`src/rtl/tour_cmd_arb.sv`:
```
// tour_cmd_arb: owns the cmd/cmd_rdy input of cmd_proc. In IDLE the UART
// command path is passed straight through; after start_tour it replays the
// solved knight's tour from TourLogic, one vertical and one horizontal
// command per move, and produces the response byte for each command.
//
// Handshake semantics (both directions): a command is offered while cmd_rdy
// is high and is taken in the cycle the consumer asserts clr_cmd_rdy; the
// offer drops on the following edge. Command completion is signalled by a
// send_resp pulse, which is only acted on while the arbiter is waiting for it.
module tour_cmd_arb #(
  parameter int NUM_MOVES = 24,
  parameter int IDX_W     = 5
) (
  input  logic             clk,
  input  logic             rst_n,
  input  logic             start_tour,
  input  logic [7:0]       move,
  output logic [IDX_W-1:0] mv_indx,
  input  logic [15:0]      cmd_UART,
  input  logic             cmd_rdy_UART,
  output logic             clr_cmd_rdy_UART,
  output logic [15:0]      cmd,
  output logic             cmd_rdy,
  input  logic             clr_cmd_rdy,
  input  logic             send_resp,
  output logic [7:0]       resp,
  output logic             tour_busy,
  output logic             tour_err,
  output logic [2:0]       dbg_state
);

  typedef enum logic [2:0] {
    IDLE    = 3'd0,
    LATCH   = 3'd1,
    VERT    = 3'd2,
    VERT_WT = 3'd3,
    HORZ    = 3'd4,
    HORZ_WT = 3'd5
  } state_t;

  localparam logic [IDX_W-1:0] LAST_IDX = IDX_W'(NUM_MOVES - 1);

  localparam logic [7:0] HEAD_N = 8'h00;
  localparam logic [7:0] HEAD_W = 8'h3F;
  localparam logic [7:0] HEAD_S = 8'h7F;
  localparam logic [7:0] HEAD_E = 8'hBF;

  localparam logic [3:0] OP_VERT = 4'h4;
  localparam logic [3:0] OP_HORZ = 4'h5;

  localparam logic [7:0] RESP_DONE = 8'hA5;
  localparam logic [7:0] RESP_POS  = 8'h5A;

  state_t           r_state;
  logic [IDX_W-1:0] r_mv_indx;
  logic [7:0]       r_move;
  logic             r_tour_err;

  logic [2:0]  w_sel;
  logic        w_dx_neg;
  logic [1:0]  w_dx_mag;
  logic        w_dy_neg;
  logic [1:0]  w_dy_mag;
  logic [15:0] w_vert_cmd;
  logic [15:0] w_horz_cmd;
  logic        w_last;

  assign w_last = (r_mv_indx == LAST_IDX);

  // Tour sequencing: latch each move, then walk the vertical and horizontal
  // command/response handshakes before advancing to the next index.
  always_ff @(posedge clk) begin
    if (!rst_n) begin
      r_state    <= IDLE;
      r_mv_indx  <= '0;
      r_move     <= '0;
      r_tour_err <= 1'b0;
    end else begin
      r_tour_err <= 1'b0;
      case (r_state)
        IDLE: begin
          if (start_tour) begin
            r_mv_indx <= '0;
            r_state   <= LATCH;
          end
        end
        LATCH: begin
          // mv_indx has been stable for a full cycle, so move is valid here.
          r_move <= move;
          if (move == 8'h00) begin
            r_tour_err <= 1'b1;
            r_state    <= IDLE;
          end else begin
            r_state <= VERT;
          end
        end
        VERT: begin
          if (clr_cmd_rdy) r_state <= VERT_WT;
        end
        VERT_WT: begin
          if (send_resp) r_state <= HORZ;
        end
        HORZ: begin
          if (clr_cmd_rdy) r_state <= HORZ_WT;
        end
        HORZ_WT: begin
          if (send_resp) begin
            if (w_last) begin
              r_mv_indx <= '0;
              r_state   <= IDLE;
            end else begin
              r_mv_indx <= r_mv_indx + 1'b1;
              r_state   <= LATCH;
            end
          end
        end
        default: r_state <= IDLE;
      endcase
    end
  end

  // Pick the lowest set bit of the latched move (multi-hot tolerated).
  always_comb begin
    w_sel = 3'd0;
    for (int i = 7; i >= 0; i--) begin
      if (r_move[i]) w_sel = 3'(i);
    end
  end

  // Knight offset for the selected move, as sign plus magnitude per axis.
  always_comb begin
    w_dx_neg = 1'b0;
    w_dx_mag = 2'd0;
    w_dy_neg = 1'b0;
    w_dy_mag = 2'd0;
    case (w_sel)
      3'd0: begin w_dx_neg = 1'b0; w_dx_mag = 2'd1; w_dy_neg = 1'b0; w_dy_mag = 2'd2; end
      3'd1: begin w_dx_neg = 1'b1; w_dx_mag = 2'd1; w_dy_neg = 1'b0; w_dy_mag = 2'd2; end
      3'd2: begin w_dx_neg = 1'b1; w_dx_mag = 2'd2; w_dy_neg = 1'b0; w_dy_mag = 2'd1; end
      3'd3: begin w_dx_neg = 1'b1; w_dx_mag = 2'd2; w_dy_neg = 1'b1; w_dy_mag = 2'd1; end
      3'd4: begin w_dx_neg = 1'b1; w_dx_mag = 2'd1; w_dy_neg = 1'b1; w_dy_mag = 2'd2; end
      3'd5: begin w_dx_neg = 1'b0; w_dx_mag = 2'd1; w_dy_neg = 1'b1; w_dy_mag = 2'd2; end
      3'd6: begin w_dx_neg = 1'b0; w_dx_mag = 2'd2; w_dy_neg = 1'b1; w_dy_mag = 2'd1; end
      3'd7: begin w_dx_neg = 1'b0; w_dx_mag = 2'd2; w_dy_neg = 1'b0; w_dy_mag = 2'd1; end
      default: begin end
    endcase
  end

  assign w_vert_cmd = {OP_VERT, (w_dy_neg ? HEAD_S : HEAD_N), {2'b00, w_dy_mag}};
  assign w_horz_cmd = {OP_HORZ, (w_dx_neg ? HEAD_W : HEAD_E), {2'b00, w_dx_mag}};

  // Moore output decode; IDLE forwards the UART path combinationally.
  always_comb begin
    cmd              = 16'h0000;
    cmd_rdy          = 1'b0;
    clr_cmd_rdy_UART = 1'b0;
    resp             = RESP_POS;
    case (r_state)
      IDLE: begin
        cmd              = cmd_UART;
        cmd_rdy          = cmd_rdy_UART;
        clr_cmd_rdy_UART = clr_cmd_rdy;
        resp             = RESP_DONE;
      end
      LATCH: begin
        // No command is presented while the next move is being fetched.
        cmd = 16'h0000;
      end
      VERT: begin
        cmd     = w_vert_cmd;
        cmd_rdy = 1'b1;
      end
      VERT_WT: begin
        cmd  = w_vert_cmd;
        resp = RESP_POS;
      end
      HORZ: begin
        cmd     = w_horz_cmd;
        cmd_rdy = 1'b1;
      end
      HORZ_WT: begin
        cmd  = w_horz_cmd;
        resp = w_last ? RESP_DONE : RESP_POS;
      end
      default: begin end
    endcase
  end

  assign mv_indx   = r_mv_indx;
  assign tour_busy = (r_state != IDLE);
  assign tour_err  = r_tour_err;
  assign dbg_state = r_state;

endmodule

```
`config.mk`:
```
export PLATFORM = sky130hd
export DESIGN_NAME = tour_cmd_arb
export DESIGN_NICKNAME = d
export VERILOG_FILES = /design/src/rtl/tour_cmd_arb.sv
export SDC_FILE = /design/constraint.sdc
export NUM_CORES = 1
export LEC_CHECK = 0
export ABC_AREA = 1
export CORE_ASPECT_RATIO = 0.7
export CORE_MARGIN = 2
export CORE_UTILIZATION = 35
export CTS_CLUSTER_SIZE = 40
export DETAILED_ROUTE_END_ITERATION = 8
export GPL_TIMING_DRIVEN = 0
export MAX_ROUTING_LAYER = met4
export PLACE_DENSITY_LB_ADDON = 0.12
export SYNTH_ARGS = -nofsm -noshare
export SYNTH_HDL_FRONTEND = slang
export SYNTH_SLANG_ARGS = --single-unit
```
`constraint.sdc`:
```
create_clock -name clk -period 1.7 [get_ports clk]
set_clock_uncertainty 0.2 [all_clocks]
set_input_delay 0.17 -clock clk [delete_from_list [all_inputs] [get_ports clk]]
set_output_delay 0.17 -clock clk [all_outputs]
set_load 0.05 [all_outputs]
```
==> results of run 1 <==
critical path, cell delays in order, from the launching register on:
cell        delay [ps]
dfxtp_4            360
ha_4               150
nand2_4             60
inv_4               70
a31oi_4            100
a21oi_4            220
clkinvlp_4         210
buf_6              160
buf_8              140
state kept, by name, indices dropped and copies added (netlist names):
signal / cells
mv_indx: 5
r_move: 8
tour_err: 1
dbg_state: 3
timing repair:
item                       CTS  global route
cloned                       1             0
gates resized for setup    240            33
buffers inserted            30            13
setup endpoints to repair   37            32
pin swaps                   20             7
per-stage QoR:
| step | setup TNS (ps) | setup slack [ps] | utilization | std cells |
|---|---|---|---|---|
| final | -5530 | -385 | 0.844 | 344 |
| after global routing | -6920 | -452 | 0.844 | 344 |
| after CTS | -4470 | -296 | 0.804 | 335 |
| after detailed placement | -15370 | -870 | 0.673 | 303 |
| after global placement | -14430 | -821 | 0.673 | 303 |
| after floorplan | -3740 | -669 | - | 200 |
final timing paths:
path,slack [ps],cells past startpoint,end
worst max-delay path,-390,8,resp[1]
worst min-delay path,290,2,mv_indx[4]$_SDFFE_PN0P_
worst max register to register,60,7,mv_indx[0]$_SDFFE_PN0P_
worst min register to register,290,2,mv_indx[4]$_SDFFE_PN0P_
Yosys cell counts, drive strengths merged:
master,count
nand2,54
inv,34
nor2,22
a21oi,18
nand3,18
dfxtp,17
o21ai,17
buf,10
nand4,2
o211ai,2
or2,2
a31oi,1
ha,1
nor3,1
nor4,1
logic make-up after synthesis:
kind of cell | Yosys count | share of synthesized area
fa+ha+maj | 1 | 0.0107
buf+inv | 44 | 0.166
flops | 17 | 0.291
simple gates | 100 | 0.358
compound gates | 38 | 0.174
layout make-up:
type | instances | area [um2]
Buffer | 7 | 68.8
Clock buffer | 4 | 45.0
Fill cell | 181 | 493
Inverter | 34 | 154
Multi-Input combinational cell | 139 | 943
Sequential cell | 17 | 368
Tap cell | 38 | 47.5
Timing Repair Buffer | 105 | 1050
per-layer routing:
layer / GRT usage / wire [um] / up-vias
met5: - / 0 / -
met4: 0.0710 / 57 / 0
met1: 0.293 / 2060 / 769
met2: 0.396 / 2360 / 75
li1: - / - / 841
met3: 0.0346 / 384 / 8
==> flow_summary.toml, run 1 <==
[status]
status = "finished, violations left"
violations = "negative setup slack"

[grt]
antenna_found_initial = 0
grt_pass1_wl_mm = 6.74
grt_pass1_vias = 1442
grt_usage = 0.235
grt_overflow = 0
grt_start_max_net_pins = 11

[route]
dr.pass1.iters = 4
drc = 0
num_vias = 1693
routed_wl_mm = 4.86
drt_iter0_markers = 66
drt-wirelength-per-cell_um = 14.1
via_per_inst = 4.92
ant_nets = 0

[die]
io_pins = 66
die_w_um = 73.1
dieArea_mm2 = 0.00383
initial_core_util = 0.369
rows = 17
die_y_um = 52.4
core_mm2 = 0.00317

[worst_setup_path]
critPathKind = "reg -> out"
cp_max_fo = 4
critPathArrivalTime_ps = 1720
cp-startpoint = "mv_indx[1]$_SDFFE_PN0P_"
end_kind = "output pin"
cp_data_required_time_ps = 1330
start_kind = "register"
rr_startpoint = "dbg_state[0]$_SDFFE_PN0P_"

[place]
dpl_cell_area_mm2 = 0.00213
gp_congestion = 0.831
io_buffers = 65
dp_hpwl_mm = 2.77

[finish]
num_antenna_cells = 0
drive_above_1_share = 0.464
finish.instance_area_mm2 = 0.00268
layout.nets = 338
layout_common_cells = "nand2_1 (39), buf_4 (33), clkdlybuf4s50_1 (29)"
area_delta_synth_final_pct = 129
final_common_cell = "nand2_1"

[sta]
setup_viol = 20
slew_violations = 0
finalCritPeriodShare = 1.23
finalHoldViolCount = 0
grt_setup_unrepaired = "true"
max_slew_margin = 0.670
fin_hold_ws_ps = 289
tightest_slew_ps = 496
fin_ws_ps = -385
period_minus_slack_ps = 2090
max_freq_mhz = 480

[cts]
clock_path_buffers = 2
cts_buffers = 3
cts_tree = "built"
cts-htree-levels = 1
clk_pin_slew_ps = 60
clockRootBuffer = "clkbuf_8"
clock_latency_ps = 250
cts_sinks = 17
cts_hold_buf = 0

[min_path]
worstHoldStart = "mv_indx[4]$_SDFFE_PN0P_"
hold_class = "reg -> reg"

[synthesis]
yosysWarnings = 0
yosysTopAreaCell = "dfxtp_1"
syn_nets = 231
synthTopCellsByArea = "dfxtp_1 (29%), nand2_1 (17%), inv_1 (9.6%)"
yosysTopAreaCellShare = 0.291
syn_inst = 200
synth-seq-cells = 17
syn_area_mm2 = 0.00117
synth.distinct_cells = 24
yosysSeqAreaShare = 0.291
syn_avg_cell_area_um2 = 5.85

[job]
maxCapViolCount = 0
Power of run 1 is left out: the tool's default activity adds up to more than one toggle a clock period on the data nets, which glitch-free logic cannot reach.
==> inputs of run 2 (changes only) <==
--- a/config.mk
+++ b/config.mk
@@ -14,6 +14,7 @@
 export GPL_TIMING_DRIVEN = 0
 export MAX_ROUTING_LAYER = met4
 export PLACE_DENSITY_LB_ADDON = 0.12
+export SETUP_SLACK_MARGIN = 0.02
 export SYNTH_ARGS = -nofsm -noshare
 export SYNTH_HDL_FRONTEND = slang
 export SYNTH_SLANG_ARGS = --single-unit
==> run 2 against run 1 <==
The flow still finishes with violations (negative setup slack). First-iteration DRC count up 47%. Hold slack worse by 4.8 ps. Register-to-register slack worse by 170 ps. Critical endpoint is now resp[6]. Sequential share of layout area down 0.38 points. Clock-buffer cell count unchanged. Cell count down 0.87%. Setup slack worse by 16 ps. Fmax down 0.76%. Utilization up 2.4 points. Global-route usage down 1.0 points. Critical path depth down 1. Cell area up 2.9%.
==> flow_summary.toml, run 2 (synthesized netlist as in run 1, its figures left out) <==
[grt]
grt_pass1_vias = 1446
grt_overflow = 0
grt_start_max_net_pins = 11
antenna_found_initial = 0
grt_usage = 0.225
grt_pass1_wl_mm = 6.47

[finish]
final_core_util = 0.869
layout.nets = 335
largest_reg_flops = 8
final_common_cell = "nand2_1"
num_antenna_cells = 0
nFillCells = 134
area_delta_synth_final_pct = 135
largest_register = "r_move"
layout_common_cells = "nand2_1 (35), buf_4 (29), clkdlybuf4s50_1 (29)"
drive_above_1_share = 0.485

[sta]
setup_viol = 24
tightest_slew_ps = 514
slew_violations = 0
grt_setup_unrepaired = "true"
fin_hold_ws_ps = 284
max_freq_mhz = 476
finalCritPeriodShare = 1.24
max_slew_margin = 0.659
period_minus_slack_ps = 2100
fin_ws_ps = -401
finalHoldViolCount = 0

[worst_setup_path]
rrSetupSlack_ps = -110
rr_startpoint = "dbg_state[1]$_SDFFE_PN0P_"
r2r_end = "dbg_state[2]$_SDFFE_PN0P_"
critPathKind = "reg -> out"
reg2reg_depth = 10
critPathArrivalTime_ps = 1730
cp_data_required_time_ps = 1330
end_kind = "output pin"
start_kind = "register"
cp_max_fo = 4

[cts]
clockRootBuffer = "clkbuf_8"
clock_path_buffers = 2
cts_sinks = 17
cts-htree-levels = 1
clock_latency_ps = 260
cts_tree = "built"
cts_hold_buf = 0
cts_buffers = 3
clk_pin_slew_ps = 70

[min_path]
worst_hold_path.endpoint = "mv_indx[4]$_SDFFE_PN0P_"
hold_class = "reg -> reg"
hold_depth = 2
worstHoldStart = "mv_indx[4]$_SDFFE_PN0P_"

[route]
num_vias = 1797
dr.pass1.iters = 5
met2_length_mm = 2.80
routed_wl_mm = 5.84
highest_layer = "met4"
routedLengthMet1_mm = 2.33
ant_nets = 0
via_per_inst = 5.27
drc = 0
wl_met3_um = 479
drt_iter0_markers = 97
drt-wirelength-per-cell_um = 17.1

[die]
die_y_um = 52.4
dieArea_mm2 = 0.00383
rows = 17
die_w_um = 73.1
io_pins = 66
initial_core_util = 0.369
core_mm2 = 0.00317

[status]
status = "finished, violations left"
violations = "negative setup slack"

[job]
maxCapViolCount = 0

[place]
io_buffers = 65
dp_hpwl_mm = 2.67
gp_congestion = 0.791
run 2: cell types whose count changed in the layout (fill, tap and decap cells not counted), moves of 3 or more:
cell / previous run / this run
nand2_2: 6 / 11
nor2_4: 3 / 7
nand2_1: 39 / 35
nor2_1: 16 / 12
buf_4: 33 / 29
buf_8: 19 / 22
run 2: worst max path at each step:
stage | slack (ps) | from | to | cells after the start
2_1_floorplan | -670 | mv_indx[1]$_SDFFE_PN0P_ | resp[3] | 7
3_3_place_gp | -800 | r_move[4]$_SDFFE_PN0P_ | cmd[8] | 8
3_5_place_dp | -830 | r_move[4]$_SDFFE_PN0P_ | cmd[8] | 8
4_1_cts | -270 | r_move[5]$_SDFFE_PN0P_ | cmd[8] | 7
5_1_grt | -430 | r_move[7]$_SDFFE_PN0P_ | cmd[8] | 9
6_report | -400 | dbg_state[1]$_SDFFE_PN0P_ | resp[6] | 7
run 2: layout make-up:
cell class	count	area (um2)	share of cell area
flip-flops and latches	17	368	0.134
plain buffers	8	76.3	0.0277
inverters	34	156	0.0568
clock buffers	4	45.0	0.0164
repair buffers	101	1080	0.392
well taps	38	47.5	0.0173
multi-input cells	139	981	0.356
run 2: what timing repair did:
action                     4_1_cts  5_1_grt
hold endpoints to repair         0        0
pin swaps                       15       12
resized for setup              226       68
setup endpoints to repair       36       37
setup buffers                   24       13
gates cloned                     2        0
run 2: metrics by stage:
| step | instances | cell area [um2] | TNS (ps) | setup WS (ps) |
|---|---|---|---|---|
| 2_1_floorplan | 200 | 1430 | -3740 | -669 |
| 6_report | 341 | 2750 | -6210 | -401 |
| 4_1_cts | 330 | 2460 | -4040 | -271 |
| 3_3_place_gp | 303 | 2120 | -14180 | -799 |
| 5_1_grt | 341 | 2750 | -7270 | -426 |
| 3_5_place_dp | 303 | 2120 | -14550 | -833 |
run 2: critical path, stage by stage, from the launching register on:
cell and delay (ps):
dfxtp_4 390, nor2_4 130, nand2_4 90, buf_8 140, a21oi_4 200, clkinvlp_4 210
buf_6 160, buf_8 140
run 2: per-layer routing:
| layer | GRT usage | up-vias |
|---|---|---|
| li1 | - | 844 |
| met1 | 0.297 | 833 |
| met2 | 0.338 | 99 |
| met3 | 0.0365 | 21 |
| met4 | 0.105 | 0 |
| met5 | - | - |
Power of run 2 is left out for the same reason.
==> inputs of run 3 (changes only) <==
==> constraint.sdc (replaced) <==
create_clock -name clk -period 2.3 [get_ports clk]
set_clock_uncertainty 0.2 [all_clocks]
set_input_delay 0.23 -clock clk [delete_from_list [all_inputs] [get_ports clk]]
set_output_delay 0.23 -clock clk [all_outputs]
set_load 0.05 [all_outputs]
==> run 3 against run 2 <==
Largest cell class unchanged. Cell count shrank 9.4%. Die area is the same. The flow now finishes without violations. Hold slack lost 16 ps. Highest routed layer unchanged. Cell area shrank 27%. Sequential share of layout area grew 4.6 points. Flip-flop and latch count is the same. Non-clock buffer count shrank 32. Routed wire length shrank 41%. Critical path depth is the same. Clock-buffer cell count shrank 1. Utilization shrank 24 points. Setup slack gained 500 ps.
==> flow_summary.toml, run 3 (synthesized netlist as in run 1, its figures left out) <==
[finish]
largest_register = "r_move"
drive_above_1_share = 0.221
sequential_cell_area_um2 = 359
layout.nets = 303
layout_common_cells = "nand2_1 (50), clkdlybuf4s50_1 (40), inv_1 (28)"
largest_reg_flops = 8
multiInputGateArea_um2 = 704
final_common_cell = "nand2_1"
area_delta_synth_final_pct = 70.7
num_antenna_cells = 0
finish.instance_area_mm2 = 0.00200
nFillCells = 334

[sta]
period_minus_slack_ps = 2200
finalHoldViolCount = 0
tightest_slew_ps = 515
fin_ws_ps = 101
max_freq_mhz = 455
setup_viol = 0
finalCritPeriodShare = 0.956
max_slew_margin = 0.655
slew_violations = 0
grt_setup_unrepaired = "false"

[min_path]
hold_class = "reg -> reg"

[cts]
cts_sinks = 17
clock_path_buffers = 2
clock_latency_ps = 250
clockRootBuffer = "clkbuf_8"
cts-htree-levels = 1
clk_pin_slew_ps = 70
cts_hold_buf = 0
cts_tree = "built"
cts_buffers = 3

[die]
io_pins = 66
rows = 17
die_w_um = 73.1
die_y_um = 52.4
dieArea_mm2 = 0.00383
initial_core_util = 0.369
core_mm2 = 0.00317

[route]
num_vias = 1439
ant_nets = 0
via_per_inst = 4.66
drt_iter0_markers = 42
routed_wl_mm = 3.46
drc = 0
drt-wirelength-per-cell_um = 11.2
dr.pass1.iters = 4

[status]
status = "finished clean"

[grt]
grt_pass1_wl_mm = 5.59
grt_overflow = 0
antenna_found_initial = 0
grt_pass1_vias = 1277
grt_start_max_net_pins = 11
grt_usage = 0.189

[place]
dp_hpwl_mm = 2.72
io_buffers = 65
dpl_cell_area_mm2 = 0.00196
gp_congestion = 0.796
dpl_worst_slack_ps = -255

[worst_setup_path]
end_kind = "output pin"
start_kind = "register"
critPathKind = "reg -> out"
critPathArrivalTime_ps = 1770
cp_data_required_time_ps = 1870
cp_max_fo = 5

[job]
maxCapViolCount = 0
-- run 3: stage by stage --
stage	TNS [ps]	utilization	hold slack (ps)	instances
floorplan	-386	-	191	200
global placement	-2270	0.619	261	303
detailed placement	-2540	0.619	264	303
CTS	0	0.623	273	308
global route	0	0.630	313	309
finish	0	0.630	268	309
-- run 3: critical path: stages, from the launching register on --
cell and delay, ps:
dfxtp_4 380, ha_4 130, nand2_2 50, inv_2 80, a31oi_4 110, a21oi_4 200, clkinvlp_4 190, clkdlybuf4s15_2 370
-- run 3: timing repair --
| item | in CTS | in global routing |
|---|---|---|
| pin swaps | 1 | 5 |
| setup buffers | 1 | 2 |
| endpoints found under the hold margin | 0 | 0 |
| resized for setup | 80 | 20 |
| endpoints found under the setup margin | 25 | 17 |
-- run 3: per-layer routing --
layer,up-vias,global-route usage,wire length [um]
li1,771,-,-
met4,0,0.0370,27
met2,51,0.290,1400
met5,-,-,0
met3,2,0.0423,290
met1,615,0.258,1740
-- run 3: cell type report --
type	instances	area share
plain buffers	9	0.0388
clock buffers	3	0.0207
clock inverters	1	0.00251
inverters	34	0.0658
multi-input cells	139	0.353
flip-flops and latches	17	0.180
well taps	38	0.0238
repair buffers	68	0.316
-- run 3: worst paths after layout --
kind / from / cells past startpoint / slack, ps / to
max reg2reg: dbg_state[1]$_SDFFE_PN0P_ / 6 / 610 / mv_indx[3]$_SDFFE_PN0P_
min: r_move[4]$_SDFFE_PN0P_ / 2 / 270 / r_move[4]$_SDFFE_PN0P_
max: mv_indx[1]$_SDFFE_PN0P_ / 7 / 100 / resp[1]
min reg2reg: r_move[4]$_SDFFE_PN0P_ / 2 / 270 / r_move[4]$_SDFFE_PN0P_
Power of run 3 is left out for the same reason.
